`config.mk`:
```
export PLATFORM = sky130hd
export DESIGN_NAME = branch_update_queue_flat
export DESIGN_NICKNAME = d
export VERILOG_FILES = /design/src/rtl/branch_update_queue_if.sv /design/src/rtl/branch_update_queue.sv /design/src/flat_wrapper.sv
export SDC_FILE = /design/constraint.sdc
export NUM_CORES = 1
export LEC_CHECK = 0
export ABC_AREA = 1
export BUFFER_PORTS_ARGS = -buffer_cell sky130_fd_sc_hd__clkbuf_2
export CAP_MARGIN = 10
export CELL_PAD_IN_SITES_DETAIL_PLACEMENT = 1
export CELL_PAD_IN_SITES_GLOBAL_PLACEMENT = 1
export CORE_UTILIZATION = 50
export CTS_BUF_LIST = sky130_fd_sc_hd__clkbuf_8
export DETAILED_ROUTE_END_ITERATION = 16
export PLACE_DENSITY_LB_ADDON = 0.1
export REMOVE_ABC_BUFFERS = 1
export SETUP_SLACK_MARGIN = 0.02
export SYNTH_ARGS = -nofsm -noshare
export SYNTH_HDL_FRONTEND = slang
export SYNTH_SLANG_ARGS = --single-unit
```
`constraint.sdc`:
```
create_clock -name clk -period 2.3 [get_ports clk]
set_input_delay 0.115 -clock clk [delete_from_list [all_inputs] [get_ports clk]]
set_output_delay 0.115 -clock clk [all_outputs]
set_load 0.01 [all_outputs]
```
`src/rtl/branch_update_queue_if.sv`:
```
// Handshake bundle between the predictor pipeline and the branch update queue.
interface branch_update_queue_if #(
  parameter int INDEX = 10,
  parameter int DEPTH = 8,
  parameter int CW    = $clog2(DEPTH) + 1
);
  logic             stall;
  logic             push;
  logic [INDEX-1:0] push_idx;
  logic             push_pred;
  logic             resolve;
  logic             resolve_taken;
  logic             flush;
  logic             update;
  logic [INDEX-1:0] update_sel;
  logic             up_down;
  logic             mispredict;
  logic [CW-1:0]    count;
  logic             full;
  logic             empty;
  logic             overflow;
  logic             underflow;

  modport master (
    output stall, push, push_idx, push_pred, resolve, resolve_taken, flush,
    input  update, update_sel, up_down, mispredict, count, full, empty,
           overflow, underflow
  );

  modport slave (
    input  stall, push, push_idx, push_pred, resolve, resolve_taken, flush,
    output update, update_sel, up_down, mispredict, count, full, empty,
           overflow, underflow
  );
endinterface

```
`src/rtl/branch_update_queue.sv`:
```
// In-order queue of issued branch predictions; each resolve pops the oldest
// entry and emits a registered PHT training strobe one cycle later.
module branch_update_queue #(
  parameter int INDEX = 10,
  parameter int DEPTH = 8,
  parameter int CW    = $clog2(DEPTH) + 1
) (
  input  logic                 clk,
  input  logic                 reset,
  branch_update_queue_if.slave bus
);
  localparam int PW = $clog2(DEPTH);

  logic [PW-1:0]    head, tail;
  logic [CW-1:0]    cnt;
  logic [INDEX:0]   mem [DEPTH];  // {idx, pred}
  logic             pop, push_ok, drop;
  logic             upd_q, ud_q, mp_q, ovf_q, unf_q;
  logic [INDEX-1:0] sel_q;

  always_comb begin
    pop     = !bus.stall && bus.resolve && (cnt != '0);
    // A full queue still accepts a push when the same cycle frees a slot.
    push_ok = !bus.stall && bus.push && !bus.flush &&
              ((cnt != CW'(DEPTH)) || pop);
    drop    = !bus.stall && bus.push && !bus.flush &&
              (cnt == CW'(DEPTH)) && !pop;
  end

  always_ff @(posedge clk)
    if (push_ok) mem[tail] <= {bus.push_idx, bus.push_pred};

  always_ff @(posedge clk or posedge reset) begin
    if (reset) begin
      head  <= '0;
      tail  <= '0;
      cnt   <= '0;
      upd_q <= 1'b0;
      sel_q <= '0;
      ud_q  <= 1'b0;
      mp_q  <= 1'b0;
      ovf_q <= 1'b0;
      unf_q <= 1'b0;
    end else if (!bus.stall) begin
      upd_q <= pop;
      mp_q  <= pop && (mem[head][0] != bus.resolve_taken);
      if (pop) begin
        sel_q <= mem[head][INDEX:1];
        ud_q  <= bus.resolve_taken;
      end
      if (drop) ovf_q <= 1'b1;
      if (bus.resolve && cnt == '0) unf_q <= 1'b1;
      if (bus.flush) begin
        head <= '0;
        tail <= '0;
        cnt  <= '0;
      end else begin
        if (pop)     head <= head + PW'(1);
        if (push_ok) tail <= tail + PW'(1);
        case ({push_ok, pop})
          2'b10:   cnt <= cnt + CW'(1);
          2'b01:   cnt <= cnt - CW'(1);
          default: cnt <= cnt;
        endcase
      end
    end
  end

  assign bus.update     = upd_q;
  assign bus.update_sel = sel_q;
  assign bus.up_down    = ud_q;
  assign bus.mispredict = mp_q;
  assign bus.count      = cnt;
  assign bus.full       = (cnt == CW'(DEPTH));
  assign bus.empty      = (cnt == '0);
  assign bus.overflow   = ovf_q;
  assign bus.underflow  = unf_q;
endmodule

```
`src/flat_wrapper.sv`:
```
// flat-port wrapper written by rule: the top's interface ports become plain ports
module branch_update_queue_flat 
#(
  parameter int INDEX = 10,
  parameter int DEPTH = 8,
  parameter int CW    = $clog2(DEPTH) + 1
)
  (clk, reset, bus_stall, bus_push, bus_push_idx, bus_push_pred, bus_resolve, bus_resolve_taken, bus_flush, bus_update, bus_update_sel, bus_up_down, bus_mispredict, bus_count, bus_full, bus_empty, bus_overflow, bus_underflow);
  branch_update_queue_if #(.INDEX(INDEX), .DEPTH(DEPTH), .CW(CW)) bus_i ();
  input  logic clk;
  input  logic reset;
  input wire logic [$bits(bus_i.stall)-1:0] bus_stall;
  input wire logic [$bits(bus_i.push)-1:0] bus_push;
  input wire logic [$bits(bus_i.push_idx)-1:0] bus_push_idx;
  input wire logic [$bits(bus_i.push_pred)-1:0] bus_push_pred;
  input wire logic [$bits(bus_i.resolve)-1:0] bus_resolve;
  input wire logic [$bits(bus_i.resolve_taken)-1:0] bus_resolve_taken;
  input wire logic [$bits(bus_i.flush)-1:0] bus_flush;
  output wire logic [$bits(bus_i.update)-1:0] bus_update;
  output wire logic [$bits(bus_i.update_sel)-1:0] bus_update_sel;
  output wire logic [$bits(bus_i.up_down)-1:0] bus_up_down;
  output wire logic [$bits(bus_i.mispredict)-1:0] bus_mispredict;
  output wire logic [$bits(bus_i.count)-1:0] bus_count;
  output wire logic [$bits(bus_i.full)-1:0] bus_full;
  output wire logic [$bits(bus_i.empty)-1:0] bus_empty;
  output wire logic [$bits(bus_i.overflow)-1:0] bus_overflow;
  output wire logic [$bits(bus_i.underflow)-1:0] bus_underflow;
  assign bus_i.stall = bus_stall;
  assign bus_i.push = bus_push;
  assign bus_i.push_idx = bus_push_idx;
  assign bus_i.push_pred = bus_push_pred;
  assign bus_i.resolve = bus_resolve;
  assign bus_i.resolve_taken = bus_resolve_taken;
  assign bus_i.flush = bus_flush;
  assign bus_update = bus_i.update;
  assign bus_update_sel = bus_i.update_sel;
  assign bus_up_down = bus_i.up_down;
  assign bus_mispredict = bus_i.mispredict;
  assign bus_count = bus_i.count;
  assign bus_full = bus_i.full;
  assign bus_empty = bus_i.empty;
  assign bus_overflow = bus_i.overflow;
  assign bus_underflow = bus_i.underflow;
  branch_update_queue #(.INDEX(INDEX), .DEPTH(DEPTH), .CW(CW)) u_core (.clk(clk), .reset(reset), .bus(bus_i));
endmodule
```
==> run summary <==
The area of the placeable core is 0.00885 mm^2, and the highest fanout seen on the critical path is 18. The detailed placer's ending HPWL is 7480 um. In this run the worst setup path begins at u_core.bus.count[0]. The power per standard cell area was 1040 mW/mm^2; the post-synthesis area per instance was 12.1 um^2. The diode insertion count for antenna repair was 0; the total non-filler cell area in the finished layout was 0.00544 mm^2. The initial cell density of the core is 52.2%. Summed over all layers, the routed wires come to 11500 um. At the end of routability-driven placement, the weighted congestion stood at 0.790.

The aggregate global-route resource usage is 26.3%. The number of vias per cell was 5.70. In this run the critical register-to-register path is launched from u_core.bus.count[0]. At the end of the flow, the number of nets in the layout was 466.

The share of the Yosys chip area taken by registers is 70.8%. Data arrives at the worst endpoint at 2030 ps. Port buffering added 38 buffers.

Setup violations remaining at the end of the flow were counted as 0. The total of fill cells in the finished design was 921. The tools report the element type at the critical path end as a register. Clock latency on the worst-skew pair, taken at its later pin, is 430 ps. The routed layout has 3221 vias.

Final max-slew violation count: 0. The most common cell after layout, fill and taps aside is sky130_fd_sc_hd__edfxtp_1. In this run the remaining antenna-violating nets after routing total 0. Compared with the post-synthesis result, the final layout area differs by 17.8%. After floorplanning, the core was divided into 34 placement rows.

Count of clock tree sinks: 113. The fraction of layout instances using a drive strength above 1 works out to 21.9%. Setup repair after global routing left no endpoint under its margin. The routed length per placed instance is 20.4 um. For the highest achievable clock rate, the log shows 527 MHz.

The number of buffers inserted during clock tree synthesis was 17; the data required time at the worst endpoint was 2430 ps. The worst hold path startpoint is bus_flush. Summed over all cells, the static leakage comes to 2.17 nW.

Remaining global-route overflow: 0. Across the routed clock network, the largest skew measured is 11.1 ps. The worst supply voltage drop on vdd is 0.000594 V, and the number of synthesized register bits is 113. The run finished, with violations left.

For this run, design rule violations remaining after detail routing come to 5. The clock passes through at most 2 buffers. For the maximum number of pins on one net before global-route repair, the log shows 46. The checks that failed: DRC. For the pin with the worst max-slew slack, the measured transition is 1010 ps.

The critical path start-end classification is register to register. In the layout the commonest cells are sky130_fd_sc_hd__edfxtp_1 (88), sky130_fd_sc_hd__nand2_1 (55), sky130_fd_sc_hd__nor2_1 (54). The standard cell area after detailed placement came out at 0.00496 mm^2.

The die covers 0.00962 mm^2. The number of violations reported at the end of detailed-routing iteration 0 is 206, and the area of the multi-input gates is 0.00117 mm^2. The cell area that synthesis handed to floorplanning was 0.00462 mm^2. The post-synthesis instance total was 381; the fraction of the cycle the final worst path needs was 82.5%. The CTS clock-pin slew for the worst setup and hold paths is 70 ps, and the minimum clock period is 1900 ps. Measured along the y axis, the die boundary spans 98.1 um.

For the max-capacitance violation count, the log shows 0. The root buffer cell chosen for the clock tree is sky130_fd_sc_hd__clkbuf_8. Final hold analysis gives a worst-case slack of 14.1 ps.

The H-tree was split into 4 levels. The tools report the number of optimization iterations in the first detailed-route pass as 10. Path class of the lowest-slack min-delay path: input port to register. The yosys synthesis warning count was 0; the number of antenna violations at the first check in global routing was 0.

The overall power consumption was 0.00564 W. From left edge to right edge, the die measures 98.1 um. The worst max-slew margin expressed relative to the limit came out at 32.3%. The run gives 0 as the total count of hold-check failures in the final report. Pin placement for this block handled 39 I/O pins. Category of the worst setup path launch point: a register. The via count of the first global-routing pass is 3514. Summing all flip-flop and latch instances after layout gives 0.00327 mm^2. TritonCTS built the clock tree. The run gives 0 ps as the summed negative setup slack over all endpoints. The number of different library cells used by synthesis comes to 31. First-pass GRT wire length: 18400 um.
-- final timing paths --
| check | cells past startpoint | slack (ps) | endpoint |
|---|---|---|---|
| hold reg to reg | 1 | 460 | u_core.bus.underflow |
| max in group asynchronous | 3 | 1230 | u_core.bus.update_sel[3] |
| hold / removal | 4 | 10 | u_core.head[1] |
| setup / recovery | 9 | 400 | u_core.mem[4][3] |
| setup reg to reg | 9 | 400 | u_core.mem[4][3] |
| min in group asynchronous | 3 | 450 | u_core.bus.update_sel[2] |
-- power breakdown --
part / internal [W] / switching, W
logic: 0.000432 / 0.000864
clock network: 0.000970 / 0.000877
registers: 0.00237 / 0.000123
total: 0.00377 / 0.00186
-- cell usage after synthesis, drive strengths merged --
cell type	instances	area [um^2]
a31o	1	8.76
nand3	11	60.1
nand2	59	236
o21ai	52	260
nand3b	1	7.51
o221ai	10	87.6
xor2	1	8.76
a21oi	2	10.0
o22ai	12	75.1
nor2	56	220
nand4	3	18.8
edfxtp	88	2640
clkbuf	9	35.0
dfrtp	25	626
buf	8	67.6
nor3	4	30.0
ha	4	50.1
a21o	1	7.51
o211ai	10	75.1
inv	24	90.1
-- cell families after synthesis --
family | Yosys count | share of synthesized area (%)
buf+inv | 41 | 4.17
compound gates | 88 | 11.4
flops | 113 | 70.8
xor+xnor | 1 | 0.190
fa+ha+maj | 4 | 1.08
simple gates | 134 | 12.4
-- per-stage QoR --
stage | utilization, % | cells | worst slack (ps)
after CTS | 61.5 | 565 | 380
after floorplan | - | 364 | 74.8
after global placement | 56.1 | 525 | 511
after global routing | 61.5 | 565 | 277
after detailed placement | 56.1 | 525 | 441
final | 61.5 | 565 | 402
-- critical path, cell delays in order (launching register included) --
cell and delay [ps]:
sky130_fd_sc_hd__dfrtp_1 450, sky130_fd_sc_hd__nor2_2 80, sky130_fd_sc_hd__nand2_2 120, sky130_fd_sc_hd__nand2_4 160
sky130_fd_sc_hd__nand2_1 100, sky130_fd_sc_hd__nand2_1 90, sky130_fd_sc_hd__inv_2 110, sky130_fd_sc_hd__nand2_2 110
sky130_fd_sc_hd__nor2_1 150, sky130_fd_sc_hd__buf_4 230
-- area by class of cell --
cell class | instances | share of cell area, %
multi-input cells | 227 | 21.4
well taps | 108 | 2.49
inverters | 24 | 1.66
clock buffers | 17 | 4.30
repair buffers | 61 | 7.04
flip-flops and latches | 113 | 60.1
clock inverters | 15 | 2.97
-- repair_timing --
item / 4_1_cts / 5_1_grt
setup buffers: 0 / 0
hold buffers: 8 / 0
endpoints found under the hold margin: 64 / 0
gates resized for setup: 0 / 0
-- registers in the layout (all words and copies together), names as in the netlist --
register	cells
u_core.bus.overflow	1
u_core.bus.up_down	1
u_core.mem	88
u_core.head	3
u_core.tail	3
u_core.bus.update	1
u_core.bus.mispredict	1
u_core.bus.count	4
u_core.bus.underflow	1
u_core.bus.update_sel	10
-- per-layer routing --
| layer | up-vias | wire length [um] | global-route usage, % |
|---|---|---|---|
| met5 | - | 0 | 0 |
| met4 | 0 | 193 | 11.4 |
| met3 | 19 | 514 | 4.94 |
| met2 | 86 | 5870 | 43.9 |
| met1 | 1619 | 4950 | 33.9 |
| li1 | 1497 | - | - |
No activity file was read; power rests on OpenSTA's default activity.
